===== src/rtl/zeptron_pkg.sv =====
// zeptron_pkg: shared widths, word type and writeback-arbiter state encoding
package zeptron_pkg;
   localparam int REG_W = 5;
   localparam int XLEN = 32;
   typedef enum logic [1:0] {IDLE, B_WAIT, STARVED} arb_state_e;
   typedef logic [XLEN-1:0] word_t;
endpackage


===== src/rtl/regfile_wb_arbiter_if.sv =====
// regfile_wb_arbiter_if: writeback, LL-unit, decode and register-file write-port signals
interface regfile_wb_arbiter_if;
   import zeptron_pkg::*;
   logic             a_valid;
   logic [REG_W-1:0] a_rd;
   word_t            a_data;
   logic             b_valid;
   logic             b_ready;
   logic [REG_W-1:0] b_rd;
   word_t            b_data;
   logic             iss_valid;
   logic [REG_W-1:0] iss_rd;
   logic [REG_W-1:0] dec_rs1;
   logic [REG_W-1:0] dec_rs2;
   logic [REG_W-1:0] dec_rd;
   logic             dec_stall;
   logic             starve_hold;
   logic             we3;
   logic [REG_W-1:0] wa3;
   word_t            wd3;
   modport slave (
      input  a_valid, a_rd, a_data, b_valid, b_rd, b_data,
      input  iss_valid, iss_rd, dec_rs1, dec_rs2, dec_rd,
      output b_ready, dec_stall, starve_hold, we3, wa3, wd3
   );
   modport master (
      output a_valid, a_rd, a_data, b_valid, b_rd, b_data,
      output iss_valid, iss_rd, dec_rs1, dec_rs2, dec_rd,
      input  b_ready, dec_stall, starve_hold, we3, wa3, wd3
   );
endinterface


===== src/rtl/regfile_scoreboard.sv =====
// regfile_scoreboard: busy bit per register with an LL-unit result outstanding
module regfile_scoreboard
   import zeptron_pkg::*;
#(
   parameter int NREGS = 32
) (
   input  logic             clk,
   input  logic             reset,
   input  logic             iss_valid,
   input  logic [REG_W-1:0] iss_rd,
   input  logic             clr_en,
   input  logic [REG_W-1:0] clr_rd,
   input  logic [REG_W-1:0] rs1,
   input  logic [REG_W-1:0] rs2,
   input  logic [REG_W-1:0] rd,
   output logic             stall
);
   logic [NREGS-1:0] busy, set_m, clr_m;
   always_comb begin
      set_m = '0;
      clr_m = '0;
      set_m[iss_rd] = iss_valid;
      clr_m[clr_rd] = clr_en;
   end
   // set applied after clear so a re-issued rd stays pending; bit 0 forced low
   always_ff @(posedge clk or negedge reset)
      if (!reset) busy <= '0;
      else busy <= ((busy & ~clr_m) | set_m) & ~NREGS'(1);
   assign stall = busy[rs1] | busy[rs2] | busy[rd] | (iss_valid & busy[iss_rd]);
endmodule


===== src/rtl/regfile_wb_arbiter.sv =====
// regfile_wb_arbiter: shares the register-file write port between writeback (A) and the LL unit (B)
module regfile_wb_arbiter
   import zeptron_pkg::*;
#(
   parameter int MAX_WAIT = 4,
   parameter int NREGS = 32
) (
   input logic                  clk,
   input logic                  reset,
   regfile_wb_arbiter_if.slave  bus
);
   localparam int CW = $clog2(MAX_WAIT + 1);
   arb_state_e    state;
   logic [CW-1:0] wait_cnt, cnt_inc;
   logic          starve_hold, gnt_a, gnt_b, refused, at_max, stall;
   always_comb begin
      gnt_a = bus.a_valid & ~starve_hold;
      gnt_b = bus.b_valid & (starve_hold | ~bus.a_valid);
      refused = bus.b_valid & ~gnt_b & (state != STARVED);
      cnt_inc = wait_cnt + 1'b1;
      at_max = cnt_inc == CW'(MAX_WAIT);
   end
   assign bus.b_ready = gnt_b;
   assign bus.starve_hold = starve_hold;
   assign bus.dec_stall = stall;
   assign bus.we3 = gnt_a ? |bus.a_rd : gnt_b & |bus.b_rd;
   assign bus.wa3 = gnt_a ? bus.a_rd : gnt_b ? bus.b_rd : '0;
   assign bus.wd3 = gnt_a ? bus.a_data : gnt_b ? bus.b_data : '0;
   // any cycle B is not refused (transfer, dropped valid, or starved grant) returns to IDLE
   always_ff @(posedge clk or negedge reset)
      if (!reset) begin
         state <= IDLE;
         wait_cnt <= '0;
         starve_hold <= 1'b0;
      end else begin
         state <= refused ? (at_max ? STARVED : B_WAIT) : IDLE;
         wait_cnt <= refused ? cnt_inc : '0;
         starve_hold <= refused & at_max;
      end
   regfile_scoreboard #(.NREGS(NREGS)) u_sb (
      .clk       (clk),
      .reset     (reset),
      .iss_valid (bus.iss_valid),
      .iss_rd    (bus.iss_rd),
      .clr_en    (gnt_b),
      .clr_rd    (bus.b_rd),
      .rs1       (bus.dec_rs1),
      .rs2       (bus.dec_rs2),
      .rd        (bus.dec_rd),
      .stall     (stall)
   );
endmodule


===== src/flat_wrapper.sv =====
// flat-port wrapper written by rule: the top's interface ports become plain ports
module regfile_wb_arbiter_flat import zeptron_pkg::*;
#(
   parameter int MAX_WAIT = 4,
   parameter int NREGS = 32
)
  (clk, reset, bus_a_valid, bus_a_rd, bus_a_data, bus_b_valid, bus_b_rd, bus_b_data, bus_iss_valid, bus_iss_rd, bus_dec_rs1, bus_dec_rs2, bus_dec_rd, bus_b_ready, bus_dec_stall, bus_starve_hold, bus_we3, bus_wa3, bus_wd3);
  regfile_wb_arbiter_if bus_i ();
  input logic clk;
  input logic reset;
  input wire logic [$bits(bus_i.a_valid)-1:0] bus_a_valid;
  input wire logic [$bits(bus_i.a_rd)-1:0] bus_a_rd;
  input wire logic [$bits(bus_i.a_data)-1:0] bus_a_data;
  input wire logic [$bits(bus_i.b_valid)-1:0] bus_b_valid;
  input wire logic [$bits(bus_i.b_rd)-1:0] bus_b_rd;
  input wire logic [$bits(bus_i.b_data)-1:0] bus_b_data;
  input wire logic [$bits(bus_i.iss_valid)-1:0] bus_iss_valid;
  input wire logic [$bits(bus_i.iss_rd)-1:0] bus_iss_rd;
  input wire logic [$bits(bus_i.dec_rs1)-1:0] bus_dec_rs1;
  input wire logic [$bits(bus_i.dec_rs2)-1:0] bus_dec_rs2;
  input wire logic [$bits(bus_i.dec_rd)-1:0] bus_dec_rd;
  output wire logic [$bits(bus_i.b_ready)-1:0] bus_b_ready;
  output wire logic [$bits(bus_i.dec_stall)-1:0] bus_dec_stall;
  output wire logic [$bits(bus_i.starve_hold)-1:0] bus_starve_hold;
  output wire logic [$bits(bus_i.we3)-1:0] bus_we3;
  output wire logic [$bits(bus_i.wa3)-1:0] bus_wa3;
  output wire logic [$bits(bus_i.wd3)-1:0] bus_wd3;
  assign bus_i.a_valid = bus_a_valid;
  assign bus_i.a_rd = bus_a_rd;
  assign bus_i.a_data = bus_a_data;
  assign bus_i.b_valid = bus_b_valid;
  assign bus_i.b_rd = bus_b_rd;
  assign bus_i.b_data = bus_b_data;
  assign bus_i.iss_valid = bus_iss_valid;
  assign bus_i.iss_rd = bus_iss_rd;
  assign bus_i.dec_rs1 = bus_dec_rs1;
  assign bus_i.dec_rs2 = bus_dec_rs2;
  assign bus_i.dec_rd = bus_dec_rd;
  assign bus_b_ready = bus_i.b_ready;
  assign bus_dec_stall = bus_i.dec_stall;
  assign bus_starve_hold = bus_i.starve_hold;
  assign bus_we3 = bus_i.we3;
  assign bus_wa3 = bus_i.wa3;
  assign bus_wd3 = bus_i.wd3;
  regfile_wb_arbiter #(.MAX_WAIT(MAX_WAIT), .NREGS(NREGS)) u_core (.clk(clk), .reset(reset), .bus(bus_i));
endmodule

===== config.mk =====
export PLATFORM = sky130hd
export DESIGN_NAME = regfile_wb_arbiter_flat
export DESIGN_NICKNAME = d
export VERILOG_FILES = /design/src/rtl/zeptron_pkg.sv /design/src/rtl/regfile_wb_arbiter_if.sv /design/src/rtl/regfile_scoreboard.sv /design/src/rtl/regfile_wb_arbiter.sv /design/src/flat_wrapper.sv
export SDC_FILE = /design/constraint.sdc
export NUM_CORES = 1
export LEC_CHECK = 0
export CAP_MARGIN = 20
export CORE_ASPECT_RATIO = 1.5
export CORE_MARGIN = 2
export CORE_UTILIZATION = 35
export CTS_CLUSTER_SIZE = 28
export DETAILED_ROUTE_END_ITERATION = 10
export PLACE_DENSITY = 0.69
export SLEW_MARGIN = 20
export SYNTH_ARGS = -nofsm -noshare
export SYNTH_HDL_FRONTEND = slang
export SYNTH_HIERARCHICAL = 1
export SYNTH_SLANG_ARGS = --single-unit

===== constraint.sdc =====
create_clock -name clk -period 4.1 [get_ports clk]
set_clock_uncertainty 0.05 [all_clocks]
set_input_delay 0.615 -clock clk [delete_from_list [all_inputs] [get_ports clk]]
set_output_delay 0.615 -clock clk [all_outputs]
set_load 0.005 [all_outputs]

==> impl_metrics.toml, run 1 <==
[run_status]
status = "finished, final reports clean"

[run]
maxCapViolCount = 0

[grt]
grtUsageMet2 = 0.459
grt_max_degree = 81
gr-total-overflow = 0
grt_busiest_layer = "met2"
grt_use_met3 = 0.0709
grt_usage = 0.250
use_met1 = 0.250
grt_pass1_vias = 3573
grt_antenna_before_repair = 0
grt_pass1_wl_um = 18500

[sta]
finalMaxSlewViolations = 0
max_slew_margin = 0.624
hold_viol_final = 0
setup_viol = 0
setup_slack_ps = 232
setup_tns_ps = 0
post-route-period-util = 0.943
max_freq_ghz = 0.259
tightest_slew_ps = 563
rsz0062_at_grt = "no"
period_minus_slack_ps = 3870

[finish]
num_antenna_cells = 0
syn_to_final_growth_pct = 53.4
num-nets-final = 606
drive_gt1_frac = 0.103

[logic_synthesis]
async_reset_ff_frac = 1.00
syn_nets = 472
synth_seq_area_share = 0.278
synthCells = 371
yosysUniqueCellTypes = 40
yosysWarnings = 6
avgSynthCellArea_um2 = 8.50
syn_area_um2 = 3150
synth_top_area_frac = 0.278
synth.most_common_cell = "o21ai_0"
ys_ff_latch = 35
synthTopCellsByArea = "dfrtp_1 (28%), o21ai_0 (16%), mux4_2 (11%)"
yosys.area.top_type = "dfrtp_1"
synthTopCellsByCount = "o21ai_0 (103), nand2_1 (84), dfrtp_1 (35)"
ys.flop_type = "dfrtp_1"
synth_edf_count = 0

[critical_path]
crit_fanout = 6
cp_data_arrival_time_ps = 3200
r2r_start = "u_core/bus.starve_hold"
startpoint = "bus_dec_rs2[0]"
path_cells = "clkdlybuf4s50_1, mux4_1, mux2_2, nand3b_1, nand4_1, a311oi_2, nand4_1, clkdlybuf4s50_1"
endpoint_kind = "output port"
worst_setup_path_start_kind = "input pin"
slowest_delay_ps = 690
crit_slowest_cell = "clkdlybuf4s50_1"
critPathKind = "input pin to output port"
critPathRequiredTime_ps = 3430

[clock_network]
cts_tree = "built"
cts.sinks = 35
clock_latency_ps = 270
clkSlewWorstSetupHoldPaths_ps = 50
cts_resized = 0
cts_hold_buf = 0
cts_made_buffers = 5
root_buffer = "clkbuf_16"
cts_setup_buffers = 0
clock_path_buffers = 2
cts_max_level = 2

[worst_hold_path]
min_from = "u_core/wait_cnt[0]"
hold_class = "flip-flop to flip-flop"

[detailed_routing]
firstDrtPassIters = 5
num_vias = 3638
ant_nets = 0
drt_iter0_drc = 379
vias_per_cell = 5.91
drt-total-wl_um = 12100
routedWlPerCell_um = 19.7
drc = 0

[placed_design]
dp_hpwl_um = 9830
gp_congestion = 0.926
pre_cts_slack_ps = 277
port-buffer-count = 139

[floorplanning]
die_h_um = 120
die_width_um = 81.5
die-area_um2 = 9800
core_um2 = 8780
io_pins = 140
rows = 42
start_util = 0.359

[power]
leakage_nw = 1.89
peakVddDrop_v = 0.000258
power_density_nw_per_um2 = 317
## worst max-delay path: cells and delay by family
family / cells / cell delay (ps)
mux: 2 / 880
compound gates: 1 / 220
buf+inv: 2 / 1150
simple gates: 3 / 330
## through the flow
step / area [µm²] / util / instances / hold slack (ps) / total power [mW]
final: 4840 / 0.551 / 616 / 420 / 1.53
after global routing: 4840 / 0.551 / 616 / 450 / 1.61
after CTS: 4840 / 0.551 / 616 / 420 / 1.53
after detailed placement: 4670 / 0.532 / 608 / 413 / 1.09
after global placement: 4670 / 0.532 / 608 / 403 / 1.07
after floorplan: 3150 / - / 371 / 269 / 0.791
## per-layer routing
layer	vias up	wire length (µm)
li1	1647	-
met1	1685	3910
met2	259	6460
met3	47	1210
met4	0	541
met5	-	0
## registers in the layout, summed over array words and instances (netlist names)
register / cells
u_core/u_sb/busy: 31
u_core/bus.starve_hold: 1
u_core/wait_cnt: 3
## power by group
group | internal (mW) | switching, mW | total (mW)
clock | 0.302 | 0.136 | 0.438
sequential | 0.420 | 0.111 | 0.531
combinational | 0.335 | 0.228 | 0.563
total | 1.06 | 0.476 | 1.53
## final cells by class
type / instances / area [µm²]
Tap cell: 110 / 138
Sequential cell: 35 / 876
Timing Repair Buffer: 155 / 1520
Inverter: 3 / 11.3
Fill cell: 817 / 3940
Multi-Input combinational cell: 305 / 2120
Clock buffer: 6 / 139
Clock inverter: 2 / 35.0
## cell families (layout without fill, tap and decap cells)
logic type | Yosys count | count (layout) | share of synthesized area
adder cells (fa/ha/maj) | 2 | 2 | 0.00793
flip-flops | 35 | 35 | 0.278
AO/OA/AOI/OAI | 126 | 126 | 0.221
XOR/XNOR | 1 | 1 | 0.00278
buffers and inverters | 31 | 166 | 0.0535
multiplexers | 41 | 41 | 0.233
AND/OR/NAND/NOR | 135 | 135 | 0.205
## final timing paths
| path | slack [ps] | cells after the start | to |
|---|---|---|---|
| min reg2reg | 420 | 1 | u_core/wait_cnt[0] |
| min | 420 | 1 | u_core/wait_cnt[0] |
| max | 230 | 8 | bus_dec_stall |
| max in group asynchronous | 2980 | 2 | u_core/bus.starve_hold |
| min in group asynchronous | 700 | 2 | u_core/u_sb/busy[15] |
| max reg2reg | 1930 | 6 | u_core/u_sb/busy[8] |
## placed cells by master, fill, tap and decap left out, drive strengths merged, types with 8 or more instances in the layout
master and count:
nand3b 12, mux4 23, clkdlybuf4s50 139, o21ai 106, dfrtp 35, buf 16, nand2 84, nor2b 8
mux2i 13
Note: power is estimated with default switching activity, not from simulation.
==> run 2, diff against run 1 <==
CELL_PAD_IN_SITES_DETAIL_PLACEMENT = 1   (was unset)
CELL_PAD_IN_SITES_GLOBAL_PLACEMENT = 2   (was unset)
CORE_UTILIZATION = 25   (was 35)
PLACE_DENSITY = unset   (was 0.69)
PLACE_DENSITY_LB_ADDON = 0.1   (was unset)
TNS_END_PERCENT = 30   (was unset)
==> run 2 against run 1 <==
Compared with the run above: utilization fell by 16 points; clock power decreased by 15%; critical path depth did not move; die area grew 38%; routed wire length up 11%; flip-flop and latch count unchanged; non-clock buffer count fell by 3.
==> impl_metrics.toml, run 2 (synthesis results as in run 1) <==
[detailed_routing]
ant_nets = 0
firstDrtPassIters = 4
drt_iter0_drc = 125
drc = 0
num_vias = 3547
routedWlPerCell_um = 20.4
vias_per_cell = 5.39
drt-total-wl_um = 13400

[finish]
num_antenna_cells = 0
num-nets-final = 603
drive_gt1_frac = 0.0956
fillCellCount = 1433
utilization = 0.392
layout.cells.non_filler = 658
fin_area_um2 = 4860
syn_to_final_growth_pct = 54.0
top_register = "u_core/u_sb/busy"
largest_reg_flops = 31
top_regs = "u_core/u_sb/busy (31), u_core/wait_cnt (3), u_core/bus.starve_hold (1)"
final_cell_mix = "clkdlybuf4s50_1 (139), o21ai_0 (103), nand2_1 (84)"
layout_commonest_cell = "clkdlybuf4s50_1"

[placed_design]
pre_cts_slack_ps = 347
gp_congestion = 0.894
port-buffer-count = 139
dpl_cell_area_um2 = 4710
dp_hpwl_um = 10700
place.detailed.instances = 651

[worst_hold_path]
hold_class = "flip-flop to flip-flop"

[power]
peakVddDrop_v = 0.000116
p_comb_frac = 0.365
p_int_mw = 0.990
leakage_nw = 1.87
clock_power_share = 0.252
power_density_nw_per_um2 = 305
power_mw = 1.48
netSwitchingFraction = 0.332
switchingPower_mw = 0.492
seqPwrFrac = 0.382

[critical_path]
worst_setup_path_start_kind = "input pin"
critPathKind = "input pin to output port"
critPathRequiredTime_ps = 3430
cp_data_arrival_time_ps = 3080
critPathCapture = "bus_dec_stall"
r2r_start = "u_core/bus.starve_hold"
r2r_end = "u_core/u_sb/busy[20]"
crit_fanout = 9
endpoint_kind = "output port"
ff2ff_path_depth = 5
r2r_slack_ps = 2230
startpoint = "bus_dec_rd[2]"

[clock_network]
cts_made_buffers = 5
cts_hold_buf = 0
cts_max_level = 2
cts_resized = 0
clkSlewWorstSetupHoldPaths_ps = 50
clock_path_buffers = 2
cts_tree = "built"
root_buffer = "clkbuf_16"
clock_latency_ps = 280
cts_setup_buffers = 0
cts.sinks = 35

[grt]
gr-total-overflow = 0
grt_antenna_before_repair = 0
grt_pass1_wl_um = 21400
grt_max_degree = 43
grt_pass1_vias = 4018
grt_usage = 0.209

[sta]
setup_tns_ps = 0
setup_viol = 0
post-route-period-util = 0.913
setup_slack_ps = 355
max_freq_ghz = 0.267
finalMaxSlewViolations = 0
tightest_slew_ps = 479
hold_viol_final = 0
rsz0062_at_grt = "no"
max_slew_margin = 0.680
period_minus_slack_ps = 3740
holdWs_ps = 418

[floorplanning]
die_h_um = 142
io_pins = 140
die-area_um2 = 13600
start_util = 0.255
core_um2 = 12400
die_width_um = 95.7
rows = 50

[run]
maxCapViolCount = 0

[run_status]
status = "finished, final reports clean"
run 2: cell types whose count changed in the layout (fill, tap and decap cells not counted), sizes merged:
cell    before  now
bufinv       1    0
buf         16   13
run 2: how the worst min path moves through the flow:
stage | start | end | slack [ps] | depth (start not counted)
3_3_place_gp | u_core/wait_cnt[0] | u_core/wait_cnt[0] | 410 | 1
6_report | u_core/wait_cnt[0] | u_core/wait_cnt[0] | 420 | 1
3_5_place_dp | u_core/wait_cnt[0] | u_core/wait_cnt[0] | 420 | 1
5_1_grt | u_core/wait_cnt[0] | u_core/wait_cnt[0] | 440 | 1
2_1_floorplan | reset | u_core/bus.starve_hold | 270 | 0
4_1_cts | u_core/wait_cnt[0] | u_core/wait_cnt[0] | 420 | 1
run 2: area by class of cell:
class	instances	area, µm²	area share
Clock buffer	6	139	0.0286
Clock inverter	1	5.00	0.00103
Timing Repair Buffer	152	1510	0.312
Multi-Input combinational cell	305	2120	0.436
Tap cell	156	195	0.0402
Sequential cell	35	876	0.180
Inverter	3	11.3	0.00232
run 2: worst max-delay path, cell delays in order:
cell and delay, ps:
clkdlybuf4s50_1 720, mux2_2 390, a221o_1 300, a21oi_1 150
a211oi_1 80, a311oi_2 250, nand4_1 110, clkdlybuf4s50_1 450
run 2: layer usage:
layer	wire length, µm	up-vias	GRT usage
li1	-	1637	-
met1	4960	1709	0.220
met2	6690	164	0.365
met3	1050	37	0.0605
met4	693	0	0.117
met5	0	-	0
run 2: power by group through the flow:
stage	sequential (mW)	combinational, mW	clock, mW
after floorplan	0.479	0.312	0
after global placement	0.568	0.534	0
after detailed placement	0.568	0.545	0
final	0.566	0.542	0.374
after CTS	0.562	0.549	0.382
after global routing	0.572	0.602	0.398
